$ cat src/rtl/fetch_unit_if.sv
`default_nettype none
// ============================================================================
//  Module   : fetch_unit_if
//  Purpose  : Bundles the fetch stage's instruction-memory port, its decode
//             handshake and the execute-stage redirect into one interface.
//             The "master" modport is the fetch stage's view. The "slave"
//             modport is the surrounding pipeline and memory.
//  Signals  : imem_req/imem_addr/imem_rdata  - synchronous imem, 1-cycle read
//             inst_valid/inst_ready/inst_out/inst_pc - prefetch FIFO head
//             redirect_valid/redirect_pc      - branch/jump restart
//             fetch_err                       - misaligned-redirect pulse
//             fifo_count                      - prefetch occupancy
//  Revision : 1.0  initial release
// ============================================================================
interface fetch_unit_if #(
    parameter int XLEN       = 32,
    parameter int FIFO_DEPTH = 4
);
    localparam int c_cnt_w = $clog2(FIFO_DEPTH + 1);

    logic               imem_req;
    logic [XLEN-1:0]    imem_addr;
    logic [31:0]        imem_rdata;
    logic               inst_valid;
    logic               inst_ready;
    logic [31:0]        inst_out;
    logic [XLEN-1:0]    inst_pc;
    logic               redirect_valid;
    logic [XLEN-1:0]    redirect_pc;
    logic               fetch_err;
    logic [c_cnt_w-1:0] fifo_count;

    modport master (
        output imem_req, imem_addr,
        input  imem_rdata,
        output inst_valid, inst_out, inst_pc,
        input  inst_ready,
        input  redirect_valid, redirect_pc,
        output fetch_err, fifo_count
    );

    modport slave (
        input  imem_req, imem_addr,
        output imem_rdata,
        input  inst_valid, inst_out, inst_pc,
        output inst_ready,
        output redirect_valid, redirect_pc,
        input  fetch_err, fifo_count
    );
endinterface
`default_nettype wire

$ cat src/rtl/fetch_unit.sv
`default_nettype none
// ============================================================================
//  Module   : fetch_unit
//  Purpose  : Decoupled instruction-fetch front end. The unit owns the PC and
//             issues sequential word fetches to a 1-cycle-latency memory. It
//             buffers {pc, instr} pairs in a prefetch FIFO for decode. A
//             redirect from execute flushes the FIFO and restarts fetch.
//  Ports    : clk  - clock, all state on the rising edge
//             rst  - synchronous active-high reset
//             bus  - fetch_unit_if.master (imem, decode, redirect, status)
//  Revision : 1.0  initial release
// ============================================================================
module fetch_unit #(
    parameter int              XLEN       = 32,
    parameter logic [XLEN-1:0] RESET_PC   = '0,
    parameter int              FIFO_DEPTH = 4
) (
    input  wire logic       clk,
    input  wire logic       rst,
    fetch_unit_if.master    bus
);
    localparam int c_aw    = $clog2(FIFO_DEPTH);
    localparam int c_cnt_w = $clog2(FIFO_DEPTH + 1);
    // One extra bit so that count + inflight - pop never wraps.
    localparam logic [c_cnt_w:0] c_depth = (c_cnt_w + 1)'(FIFO_DEPTH);

    logic [XLEN-1:0]    r_fetch_pc;
    logic               r_inflight_v;
    logic [XLEN-1:0]    r_inflight_pc;
    logic               r_squash;
    logic [c_aw-1:0]    r_wr_ptr;
    logic [c_aw-1:0]    r_rd_ptr;
    logic [c_cnt_w-1:0] r_count;
    logic               r_fetch_err;

    logic [XLEN-1:0]    r_mem_pc    [FIFO_DEPTH];
    logic [31:0]        r_mem_instr [FIFO_DEPTH];

    logic               w_inst_valid;
    logic               w_pop;
    logic               w_push;
    logic               w_issue;
    logic [c_cnt_w:0]   w_occ;

    // Head is hidden during a redirect so decode can never consume a stale
    // instruction in the flush cycle.
    assign w_inst_valid = (r_count != '0) & ~bus.redirect_valid;
    assign w_pop        = w_inst_valid & bus.inst_ready;

    // Slots committed after this edge: buffered + returning - leaving.
    // Counting the pop as a credit lets the request issue in the same cycle
    // decode frees an entry, which keeps a steady one-per-cycle stream.
    assign w_occ   = {1'b0, r_count} + (c_cnt_w + 1)'(r_inflight_v)
                   - (c_cnt_w + 1)'(w_pop);
    assign w_issue = ~rst & ~bus.redirect_valid & (w_occ < c_depth);

    assign w_push  = r_inflight_v & ~r_squash & ~bus.redirect_valid;

    assign bus.imem_req   = w_issue;
    assign bus.imem_addr  = r_fetch_pc;
    assign bus.inst_valid = w_inst_valid;
    assign bus.inst_out   = r_mem_instr[r_rd_ptr];
    assign bus.inst_pc    = r_mem_pc[r_rd_ptr];
    assign bus.fetch_err  = r_fetch_err;
    assign bus.fifo_count = r_count;

    always_ff @(posedge clk) begin
        if (rst) begin
            r_fetch_pc    <= RESET_PC;
            r_inflight_v  <= 1'b0;
            r_inflight_pc <= RESET_PC;
            r_squash      <= 1'b0;
            r_wr_ptr      <= '0;
            r_rd_ptr      <= '0;
            r_count       <= '0;
            r_fetch_err   <= 1'b0;
        end else begin
            r_fetch_err <= bus.redirect_valid & (bus.redirect_pc[1:0] != 2'b00);
            if (bus.redirect_valid) begin
                r_fetch_pc   <= {bus.redirect_pc[XLEN-1:2], 2'b00};
                r_inflight_v <= 1'b0;
                r_squash     <= 1'b1;
                r_wr_ptr     <= '0;
                r_rd_ptr     <= '0;
                r_count      <= '0;
            end else begin
                r_inflight_v <= w_issue;
                if (w_issue) begin
                    r_fetch_pc    <= r_fetch_pc + XLEN'(4);
                    r_inflight_pc <= r_fetch_pc;
                    r_squash      <= 1'b0;
                end
                if (w_push) begin
                    r_wr_ptr <= r_wr_ptr + 1'b1;
                end
                if (w_pop) begin
                    r_rd_ptr <= r_rd_ptr + 1'b1;
                end
                case ({w_push, w_pop})
                    2'b10:   r_count <= r_count + 1'b1;
                    2'b01:   r_count <= r_count - 1'b1;
                    default: r_count <= r_count;
                endcase
            end
        end
    end

    // Storage is not reset; only entries behind a valid count are ever read.
    always_ff @(posedge clk) begin
        if (w_push) begin
            r_mem_pc[r_wr_ptr]    <= r_inflight_pc;
            r_mem_instr[r_wr_ptr] <= bus.imem_rdata;
        end
    end
endmodule
`default_nettype wire

$ cat src/flat_wrapper.sv
// flat-port wrapper written by rule: the top's interface ports become plain ports
module fetch_unit_flat 
#(
    parameter int              XLEN       = 32,
    parameter logic [XLEN-1:0] RESET_PC   = '0,
    parameter int              FIFO_DEPTH = 4
)
  (clk, rst, bus_imem_req, bus_imem_addr, bus_imem_rdata, bus_inst_valid, bus_inst_out, bus_inst_pc, bus_inst_ready, bus_redirect_valid, bus_redirect_pc, bus_fetch_err, bus_fifo_count);
  fetch_unit_if #(.XLEN(XLEN), .FIFO_DEPTH(FIFO_DEPTH)) bus_i ();
  input  wire logic clk;
  input  wire logic rst;
  output wire logic [$bits(bus_i.imem_req)-1:0] bus_imem_req;
  output wire logic [$bits(bus_i.imem_addr)-1:0] bus_imem_addr;
  input wire logic [$bits(bus_i.imem_rdata)-1:0] bus_imem_rdata;
  output wire logic [$bits(bus_i.inst_valid)-1:0] bus_inst_valid;
  output wire logic [$bits(bus_i.inst_out)-1:0] bus_inst_out;
  output wire logic [$bits(bus_i.inst_pc)-1:0] bus_inst_pc;
  input wire logic [$bits(bus_i.inst_ready)-1:0] bus_inst_ready;
  input wire logic [$bits(bus_i.redirect_valid)-1:0] bus_redirect_valid;
  input wire logic [$bits(bus_i.redirect_pc)-1:0] bus_redirect_pc;
  output wire logic [$bits(bus_i.fetch_err)-1:0] bus_fetch_err;
  output wire logic [$bits(bus_i.fifo_count)-1:0] bus_fifo_count;
  assign bus_imem_req = bus_i.imem_req;
  assign bus_imem_addr = bus_i.imem_addr;
  assign bus_i.imem_rdata = bus_imem_rdata;
  assign bus_inst_valid = bus_i.inst_valid;
  assign bus_inst_out = bus_i.inst_out;
  assign bus_inst_pc = bus_i.inst_pc;
  assign bus_i.inst_ready = bus_inst_ready;
  assign bus_i.redirect_valid = bus_redirect_valid;
  assign bus_i.redirect_pc = bus_redirect_pc;
  assign bus_fetch_err = bus_i.fetch_err;
  assign bus_fifo_count = bus_i.fifo_count;
  fetch_unit #(.XLEN(XLEN), .RESET_PC(RESET_PC), .FIFO_DEPTH(FIFO_DEPTH)) u_core (.clk(clk), .rst(rst), .bus(bus_i));
endmodule
$ cat config.mk
export PLATFORM = sky130hd
export DESIGN_NAME = fetch_unit_flat
export DESIGN_NICKNAME = d
export VERILOG_FILES = /design/src/rtl/fetch_unit_if.sv /design/src/rtl/fetch_unit.sv /design/src/flat_wrapper.sv
export SDC_FILE = /design/constraint.sdc
export NUM_CORES = 1
export LEC_CHECK = 0
export CORE_ASPECT_RATIO = 1.25
export CORE_MARGIN = 3
export CORE_UTILIZATION = 59
export DETAILED_ROUTE_END_ITERATION = 8
export MAX_ROUTING_LAYER = met4
export PLACE_DENSITY = 0.93
export SYNTH_ARGS = -nofsm -noshare
export SYNTH_HDL_FRONTEND = slang
export SYNTH_SLANG_ARGS = --single-unit
$ cat constraint.sdc
create_clock -name clk -period 9.15 [get_ports clk]
set_clock_uncertainty 0.1 [all_clocks]
set_input_delay 0.915 -clock clk [delete_from_list [all_inputs] [get_ports clk]]
set_output_delay 0.915 -clock clk [all_outputs]
set_load 0.005 [all_outputs]
==> results of run 1 <==
-- cells by family (layout without fill, tap and decap cells) --
family,count (synthesis),after routing,synth area share
buffers and inverters,76,259,0.0255
other,1,4,0.000297
muxes,93,93,0.135
and+or+nand+nor,126,126,0.0513
DFF,320,320,0.704
adders and majority gates,10,10,0.0105
xor gates and xnor gates,27,27,0.0187
AOI/OAI and AO/OA,85,85,0.0549
-- layout make-up --
type	count	area share
clock buffer	45	0.0588
multi-input combinational	345	0.223
tap	274	0.0221
sequential	320	0.574
inverter	34	0.00823
clock inverter	9	0.00517
timing repair buffer	171	0.109
-- power by group through the flow --
stage / combinational, uW / clock, uW / sequential (uW)
after floorplan: 58.5 / 0 / 1630
after global placement: 131 / 0 / 1640
after global routing: 148 / 1290 / 1610
after CTS: 137 / 1240 / 1610
final: 136 / 1220 / 1610
after detailed placement: 135 / 0 / 1640
-- final timing paths --
path | slack (ns) | to | start
min | 0.41 | u_core.r_mem_pc[2][25]$_DFFE_PP_ | u_core.r_inflight_pc[25]$_SDFFE_PP0P_
max reg2reg | 5.28 | u_core.bus.imem_addr[25]$_SDFFE_PP0P_ | u_core.bus.fifo_count[2]$_SDFFE_PP0P_
min reg2reg | 0.41 | u_core.r_mem_pc[2][25]$_DFFE_PP_ | u_core.r_inflight_pc[25]$_SDFFE_PP0P_
max | 3.84 | bus_imem_req | bus_redirect_valid
-- through the flow --
step	setup WS [ns]	cells	util
floorplan	5.11	741	-
global placement	4.00	1144	0.692
detailed placement	3.92	1144	0.692
CTS	3.86	1198	0.739
global route	3.66	1198	0.739
finish	3.84	1198	0.739
-- metal layers --
| metal | wire length [um] | share of wire |
|---|---|---|
| met1 | 10100 | 0.40 |
| met5 | 0 | 0 |
| met3 | 1400 | 0.056 |
| met2 | 12900 | 0.52 |
| met4 | 641 | 0.026 |
-- placed cells by master (no fill, tap or decap), types with 3 or more instances in the layout --
master,instances
sky130_fd_sc_hd__or3_1,3
sky130_fd_sc_hd__clkbuf_16,34
sky130_fd_sc_hd__xnor2_1,13
sky130_fd_sc_hd__nand3_1,7
sky130_fd_sc_hd__and2_4,4
sky130_fd_sc_hd__clkinv_2,5
sky130_fd_sc_hd__xor2_1,14
sky130_fd_sc_hd__clkdlybuf4s50_1,163
sky130_fd_sc_hd__nor3b_1,4
sky130_fd_sc_hd__o21ai_0,3
sky130_fd_sc_hd__buf_4,6
sky130_fd_sc_hd__a2111oi_2,3
sky130_fd_sc_hd__nand2_1,18
sky130_fd_sc_hd__clkbuf_1,9
sky130_fd_sc_hd__nor2b_1,7
sky130_fd_sc_hd__and4_1,6
sky130_fd_sc_hd__inv_1,34
sky130_fd_sc_hd__mux2i_1,30
sky130_fd_sc_hd__a211oi_1,3
sky130_fd_sc_hd__edfxtp_1,248
sky130_fd_sc_hd__nor2_1,45
sky130_fd_sc_hd__mux4_2,62
sky130_fd_sc_hd__and3_1,3
sky130_fd_sc_hd__conb_1,4
sky130_fd_sc_hd__a21oi_1,28
sky130_fd_sc_hd__nand4_1,7
sky130_fd_sc_hd__dfxtp_1,70
sky130_fd_sc_hd__o21a_1,21
sky130_fd_sc_hd__o2111ai_1,5
sky130_fd_sc_hd__o31a_1,3
sky130_fd_sc_hd__o211ai_1,3
sky130_fd_sc_hd__ha_1,9
sky130_fd_sc_hd__and2_1,3
sky130_fd_sc_hd__nor3_1,10
sky130_fd_sc_hd__a2111oi_4,4
-- state kept, by name (all words and copies together), names as in the netlist, named ones only --
register and flops:
u_core.bus.fifo_count 3, u_core.r_mem_pc 120, u_core.bus.fetch_err 1, u_core.r_inflight_pc 30
u_core.bus.imem_addr 30, u_core.r_squash 1, u_core.r_mem_instr 128, u_core.r_wr_ptr 2
u_core.r_inflight_v 1, u_core.r_rd_ptr 2
==> impl_metrics.toml, run 1 <==
[drt]
dr_total_vias = 6947
routed_via_density = 5.80
routed_wirelength_mm = 25.1
drcViolationCount = 0
drt_iter0_drc = 554
drt-wirelength-per-cell_um = 20.9
drt-pass1-iter-count = 5
antenna_violating_nets_post_route = 0

[global_routing]
first_pass_grt_wire_length_mm = 40.0
groute.layer.met3.usage = 0.0288
grt_most_used_layer = "met2"
grtUsageMet1 = 0.297
global_route.overflow_total = 0
antenna_found_initial = 0
vias_in_the_first_global_route = 7400
globalRouteTotalUtil = 0.227
grt_max_degree = 63
grt_met2_usage = 0.380

[cts]
clkTransAtPathRegs_ns = 0.06
cts.sinks = 320
clock_tree.buffer_depth = 3
clock_latency_ns = 0.54
numCtsBuffers = 29
postCtsHoldBufs = 0
htree_levels = 1
postCtsResizedCells = 0
cts_tree = "done"
cts.repair_timing.setup_buffer_count = 0
clock_tree.root_cell = "sky130_fd_sc_hd__clkbuf_16"

[cells_and_area]
fin_nets = 979
antenna-diode-count = 0
sequential_cell_area_um2 = 8900
fillers = 1266
layout-area-overhead-vs-synth_pct = 22.7
postLayoutCellArea_um2 = 15500
layout_cell_share_with_drive_strength_beyond_1 = 0.147
multiInputGateArea_um2 = 3450

[sta]
slew_violations = 0
fmaxAchievable_mhz = 188
slew_headroom = 0.344
hold_violations = 0
min_period_ns = 5.31
rsz0062_at_grt = "no"
slew_of_the_pin_with_the_lowest_slew_margin_ns = 0.983
totalNegativeSetupSlack_ns = 0
setup_viol_count_final = 0
smallest_hold_slack_ns = 0.407
final_min_period_over_clock_period = 0.581

[place]
buffers_on_ports = 165
hpwl_mm = 15.2
placed_cell_area_um2 = 14500
gpl.final_weighted_congestion = 0.907

[setup_path]
critical_path_cell_count = 12
cpLargestDelayFamily = "buffers and inverters"
kind_of_capture_point_of_the_worst_setup_path = "output pin"
critical_path.n_buffers_inverters = 6
crit_path_top_delay_cell = "sky130_fd_sc_hd__nor3b_1"
crit_type = "in -> out"
highest_net_fanout_along_the_worst_path = 62
rr_worst_depth = 10
worst_ep_required_time_ns = 8.14
cp-start-kind = "input pin"
worstPathArrival_ns = 4.30
worstPathCellList = "buf_2 > buf_4 > nor3b_1 > ha_1 > inv_1 > ha_1 > and3b_1 > o21a_1 > o21ai_4 > buf_4 > inv_1 > clkdlybuf4s50_1"
crit_path_max_incr_delay_ns = 0.60

[power_and_ir_drop]
pwr-share-comb = 0.046
share_clk_of_total_power = 0.411
pwrdens_nw_per_um2 = 191
p_seq_frac = 0.543
static-leakage-power_uw = 0.00536
vdd_ir_drop_max_v = 0.000148
power_switching_share = 0.197
p_sw_uw = 584
intPower_uw = 2380
total_power_uw = 2960

[synthesis]
netlist.top_cell.by_area = "sky130_fd_sc_hd__edfxtp_1"
post_synth.cell_area_avg_um2 = 17.1
synth.ff_latch_count = 320
synth_cell_type_count = 53
syn-instance-count = 738
async_flop_share = 0
synthFlopType = "sky130_fd_sc_hd__edfxtp_1"
ys.warnings.count = 0
largest_cells_by_area_after_synthesis = "sky130_fd_sc_hd__edfxtp_1, sky130_fd_sc_hd__dfxtp_1, sky130_fd_sc_hd__mux4_2"
synth_most_common_cell = "sky130_fd_sc_hd__edfxtp_1"
synth.top_cell.area_share = 0.590
post_synth_instance_area_um2 = 12600
synth_common_cells = "sky130_fd_sc_hd__edfxtp_1, sky130_fd_sc_hd__dfxtp_1, sky130_fd_sc_hd__mux4_2"
synth-edff-count = 248
yosysSeqAreaShare = 0.704

[run_status]
result_of_the_run = "finished clean"

[die]
dieHeight_um = 170
initial_utilization = 0.603
std_cell_rows = 59
design.die.area_um2 = 23200
core_area_um2 = 21000
dieWidth_um = 137
io-pin-count = 170

[worst_hold_path]
count_of_cells_along_the_worst_hold_path = 0
worstHoldPathType = "reg -> reg"

[flow_run]
maxCapViolations = 0
Power figures use the tool's default switching activity.
==> run 2, diff against run 1 <==
- CORE_UTILIZATION: 59 -> 49
- PLACE_DENSITY: 0.93 -> 0.83
- clock period: 9.15 -> 4.4 ns (I/O delays scaled with it)
==> run 2 against run 1 <==
Sequential power is 110% higher. Largest power group unchanged. Die area rose by 20%. Combinational power is 110% higher.
==> impl_metrics.toml, run 2 (same netlist as run 1, synthesis figures left out) <==
[run_status]
result_of_the_run = "finished clean"

[power_and_ir_drop]
p_sw_uw = 1260
share_clk_of_total_power = 0.440
p_seq_frac = 0.516
vdd_ir_drop_max_v = 0.000363
static-leakage-power_uw = 0.00549
pwr-share-comb = 0.044
intPower_uw = 5220
pwrdens_nw_per_um2 = 410
power_switching_share = 0.194

[sta]
hold_violations = 0
rsz0062_at_grt = "no"
totalNegativeSetupSlack_ns = 0
slew_of_the_pin_with_the_lowest_slew_margin_ns = 0.966
slew_headroom = 0.356
fmaxAchievable_mhz = 269
min_period_ns = 3.72
smallest_hold_slack_ns = 0.312
slew_violations = 0
setup_viol_count_final = 0
final_min_period_over_clock_period = 0.846

[place]
hpwl_mm = 15.9
placedCellCount = 1214
gpl.final_weighted_congestion = 0.894
buffers_on_ports = 165
placed_cell_area_um2 = 14700

[cells_and_area]
finalNonFillerCells = 1271
biggestRegsByFlops = "u_core.r_mem_instr x128, u_core.r_mem_pc x120"
layout_cell_share_with_drive_strength_beyond_1 = 0.163
antenna-diode-count = 0
post-route-util = 0.626
postLayoutCellArea_um2 = 15800
layout-area-overhead-vs-synth_pct = 25.3
fin_nets = 990
layout.cells.most_common = "sky130_fd_sc_hd__edfxtp_1"
fillers = 1838
largest_reg_flops = 128
largest-register = "u_core.r_mem_instr"
layout.cells.most_common_list = "sky130_fd_sc_hd__edfxtp_1, sky130_fd_sc_hd__clkdlybuf4s50_1, sky130_fd_sc_hd__dfxtp_1"

[global_routing]
vias_in_the_first_global_route = 7353
grt_met2_usage = 0.333
global_route.overflow_total = 0
globalRouteTotalUtil = 0.193
groute.layer.met3.usage = 0.0275
grtUsageMet1 = 0.242
antenna_found_initial = 0
grt_max_degree = 63
first_pass_grt_wire_length_mm = 40.6
grt_most_used_layer = "met2"

[worst_hold_path]
count_of_cells_along_the_worst_hold_path = 3
timing.hold.worst.start = "rst"
worstHoldPathType = "in -> reg"

[setup_path]
worstPathCellList = "nor3_1 > nor3b_1 > buf_4 > ha_1 > inv_1 > ha_1 > and3b_1 > nor4_2 > o21ai_4 > inv_1 > clkdlybuf4s50_1"
kind_of_capture_point_of_the_worst_setup_path = "output pin"
reg2reg_to = "u_core.bus.imem_addr[25]$_SDFFE_PP0P_"
cp-start-kind = "flip-flop"
worstPathArrival_ns = 3.18
rr_worst_depth = 11
highest_net_fanout_along_the_worst_path = 7
worst_ep_required_time_ns = 3.86
r2r_setup_slack_ns = 0.89
crit_path_top_delay_cell = "sky130_fd_sc_hd__clkdlybuf4s50_1"
crit_path_max_incr_delay_ns = 0.50
crit_type = "reg -> out"
crit-reg2reg-launch = "u_core.bus.fifo_count[2]$_SDFFE_PP0P_"
worstSetupStartpoint = "u_core.bus.fifo_count[2]$_SDFFE_PP0P_"

[die]
io-pin-count = 170
initial_utilization = 0.499
core_area_um2 = 25300
design.die.area_um2 = 27800
dieWidth_um = 150
std_cell_rows = 65
dieHeight_um = 186

[cts]
cts_tree = "done"
cts.sinks = 320
postCtsHoldBufs = 0
clkTransAtPathRegs_ns = 0.07
clock_tree.buffer_depth = 3
numCtsBuffers = 31
postCtsResizedCells = 0
cts.repair_timing.setup_buffer_count = 0
clock_latency_ns = 0.54
htree_levels = 1
clock_tree.root_cell = "sky130_fd_sc_hd__clkbuf_16"

[drt]
drt-wirelength-per-cell_um = 20.3
drt-pass1-iter-count = 5
drcViolationCount = 0
dr_total_vias = 6948
routed_via_density = 5.47
antenna_violating_nets_post_route = 0
drt_iter0_drc = 418
routed_wirelength_mm = 25.8

[flow_run]
maxCapViolations = 0
==> run 2: worst max path at each step <==
stage | to | slack [ns] | cells after the start
3_3_place_gp | u_core.bus.imem_addr[25]$_SDFFE_PP0P_ | 0.73 | 11
3_5_place_dp | u_core.bus.imem_addr[25]$_SDFFE_PP0P_ | 0.60 | 11
6_report | bus_imem_req | 0.68 | 11
4_1_cts | bus_imem_req | 0.64 | 11
5_1_grt | bus_imem_req | 0.51 | 11
2_1_floorplan | u_core.r_mem_instr[0][0]$_DFFE_PP_ | 1.04 | 4
==> run 2: worst max-delay path: cells and delay by family (launching register included) <==
family	cells	cell delay, ns
flip-flops	1	0.47
buffers and inverters	4	0.77
AO/OA/AOI/OAI	1	0.12
AND/OR/NAND/NOR	4	0.90
adder cells (fa/ha/maj)	2	0.38
==> run 2: layout make-up <==
type | count | area, um2 | area share
flip-flops and latches | 320 | 8900 | 0.562
multi-input cells | 345 | 3450 | 0.218
repair buffers | 180 | 1800 | 0.114
clock buffers | 38 | 842 | 0.0532
well taps | 335 | 419 | 0.0265
clock inverters | 19 | 283 | 0.0179
inverters | 34 | 128 | 0.00806
==> run 2: stage by stage <==
stage	total power, uW	worst slack [ns]
after global placement	3690	0.733
final	6480	0.676
after global routing	6710	0.505
after detailed placement	3690	0.598
after CTS	6550	0.643
after floorplan	3510	1.04
==> run 2: power groups by stage <==
stage / combinational [uW] / sequential [uW] / clock [uW]
2_1_floorplan: 122 / 3390 / 0
3_3_place_gp: 280 / 3410 / 0
3_5_place_dp: 286 / 3410 / 0
4_1_cts: 288 / 3340 / 2920
5_1_grt: 312 / 3350 / 3050
6_report: 285 / 3340 / 2850
==> run 2: metal layers <==
layer | wire [um] | share of wire
met3 | 1420 | 0.055
met2 | 13500 | 0.52
met4 | 582 | 0.023
met1 | 10300 | 0.40
met5 | 0 | 0
==> run 3, diff against run 2 <==
- CORE_UTILIZATION: 49 -> 55
- PLACE_DENSITY: 0.83 -> 0.88
- clock period: 4.4 -> 3.8 ns (I/O delays scaled with it)
==> run 3 against run 2 <==
Die area shrank 11%. Worst setup slack lost 0.49 ns. Final area shrank 0.70%. Sequential power grew 16%. Flip-flop and latch count is the same. Count of clock-buffer cells in the layout grew 1. Sequential share of layout area grew 0.38 points.
==> impl_metrics.toml, run 3 (same netlist as run 1, synthesis figures left out) <==
[sta]
final_min_period_over_clock_period = 0.951
slew_violations = 0
totalNegativeSetupSlack_ns = 0
setup_viol_count_final = 0
fmaxAchievable_mhz = 277
rsz0062_at_grt = "no"
hold_violations = 0
slew_of_the_pin_with_the_lowest_slew_margin_ns = 0.702
slew_headroom = 0.529
min_period_ns = 3.61

[global_routing]
global_route.overflow_total = 0
antenna_found_initial = 0
grtUsageMet1 = 0.279
groute.layer.met3.usage = 0.0256
first_pass_grt_wire_length_mm = 40.1
grt_most_used_layer = "met2"
grt_met2_usage = 0.350
globalRouteTotalUtil = 0.211
grt_max_degree = 62
vias_in_the_first_global_route = 7399

[setup_path]
reg2reg_to = "u_core.bus.imem_addr[25]$_SDFFE_PP0P_"
crit-reg2reg-launch = "u_core.bus.fifo_count[2]$_SDFFE_PP0P_"
crit_type = "reg -> out"
kind_of_capture_point_of_the_worst_setup_path = "output pin"
worstPathArrival_ns = 3.13
cp-start-kind = "flip-flop"
r2r_setup_slack_ns = 0.49
worst_ep_required_time_ns = 3.32
rr_worst_depth = 10
highest_net_fanout_along_the_worst_path = 7

[power_and_ir_drop]
pwrdens_nw_per_um2 = 455
static-leakage-power_uw = 0.00547
vdd_ir_drop_max_v = 0.000398

[drt]
dr_total_vias = 7088
drt-pass1-iter-count = 4
drcViolationCount = 0
antenna_violating_nets_post_route = 0
drt_iter0_drc = 467
routed_via_density = 5.79
routed_wirelength_mm = 25.4
drt-wirelength-per-cell_um = 20.7

[worst_hold_path]
timing.hold.worst.start = "rst"
count_of_cells_along_the_worst_hold_path = 2
hold_path_end = "u_core.r_inflight_pc[29]$_SDFFE_PP0P_"
worstHoldPathType = "in -> reg"

[cts]
htree_levels = 1
numCtsBuffers = 30
cts_tree = "done"
cts.sinks = 320
clock_latency_ns = 0.55
clock_tree.root_cell = "sky130_fd_sc_hd__clkbuf_16"
clkTransAtPathRegs_ns = 0.06
clock_tree.buffer_depth = 3

[cells_and_area]
fin_nets = 996
biggestRegsByFlops = "u_core.r_mem_instr x128, u_core.r_mem_pc x120"
finalNonFillerCells = 1225
antenna-diode-count = 0
layout.cells.most_common_list = "sky130_fd_sc_hd__edfxtp_1, sky130_fd_sc_hd__clkdlybuf4s50_1, sky130_fd_sc_hd__dfxtp_1"
layout_cell_share_with_drive_strength_beyond_1 = 0.161
layout.cells.most_common = "sky130_fd_sc_hd__edfxtp_1"
layout-area-overhead-vs-synth_pct = 24.4
largest_reg_flops = 128
largest-register = "u_core.r_mem_instr"

[place]
gpl.final_weighted_congestion = 0.825
placedCellCount = 1169
buffers_on_ports = 165
hpwl_mm = 16.4

[die]
design.die.area_um2 = 24800
dieWidth_um = 142
initial_utilization = 0.563
io-pin-count = 170
dieHeight_um = 175
core_area_um2 = 22400
std_cell_rows = 61

[flow_run]
maxCapViolations = 0

[run_status]
result_of_the_run = "finished clean"
-- run 3: where the power goes --
part | switching [uW] | leakage (uW) | internal [uW]
clock network | 1220 | 0.000490 | 1720
logic | 139 | 0.00199 | 193
registers | 66.5 | 0.00299 | 3810
total | 1430 | 0.00547 | 5720
-- run 3: routing by layer --
layer | vias up | routed length, um
li1 | 3232 | -
met1 | 3534 | 10300
met2 | 277 | 13000
met3 | 45 | 1490
met4 | 0 | 583
met5 | - | 0
-- run 3: worst max path at each step --
| stage | from | to | slack (ns) | depth (start not counted) |
|---|---|---|---|---|
| 2_1_floorplan | bus_redirect_valid | u_core.r_mem_instr[1][0]$_DFFE_PP_ | 0.50 | 4 |
| 3_3_place_gp | bus_inst_ready | u_core.bus.imem_addr[25]$_SDFFE_PP0P_ | 0.36 | 10 |
| 3_5_place_dp | bus_inst_ready | u_core.bus.imem_addr[25]$_SDFFE_PP0P_ | 0.26 | 10 |
| 4_1_cts | u_core.bus.fifo_count[2]$_SDFFE_PP0P_ | bus_imem_req | 0.03 | 10 |
| 5_1_grt | u_core.bus.fifo_count[2]$_SDFFE_PP0P_ | bus_imem_req | 0.001 | 10 |
| 6_report | u_core.bus.fifo_count[2]$_SDFFE_PP0P_ | bus_imem_req | 0.19 | 10 |
-- run 3: metrics by stage --
step,cell area (um2),worst slack [ns],total power [uW],hold WS [ns],utilization
floorplan,12600,0.499,4070,0.358,-
global placement,14700,0.363,4270,0.373,0.656
detailed placement,14700,0.264,4280,0.394,0.656
CTS,15700,0.0302,7210,0.0985,0.700
global route,15700,0.00124,7390,0.122,0.700
finish,15700,0.186,7150,0.130,0.700
-- run 3: critical path, cell delays in order (launching register included) --
cell and delay [ns]:
sky130_fd_sc_hd__dfxtp_1 0.46, sky130_fd_sc_hd__nor3_1 0.12, sky130_fd_sc_hd__nor3b_1 0.28, sky130_fd_sc_hd__ha_1 0.20
sky130_fd_sc_hd__inv_1 0.04, sky130_fd_sc_hd__ha_1 0.25, sky130_fd_sc_hd__and3b_1 0.23, sky130_fd_sc_hd__nor4_4 0.36
sky130_fd_sc_hd__o21ai_4 0.11, sky130_fd_sc_hd__inv_1 0.06, sky130_fd_sc_hd__clkdlybuf4s50_1 0.49
-- run 3: timing repair --
| action | 4_1_cts | 5_1_grt |
|---|---|---|
| gates resized for setup | 0 | 1 |
| hold buffers | 0 | 0 |
| setup endpoints to repair | 0 | 1 |
| setup buffers | 0 | 0 |
-- run 3: final cells by class --
cell class	count	area (um2)
Clock buffer	39	815
Clock inverter	17	180
Fill cell	1463	6720
Inverter	34	128
Multi-Input combinational cell	345	3460
Sequential cell	320	8890
Tap cell	283	354
Timing Repair Buffer	187	1880
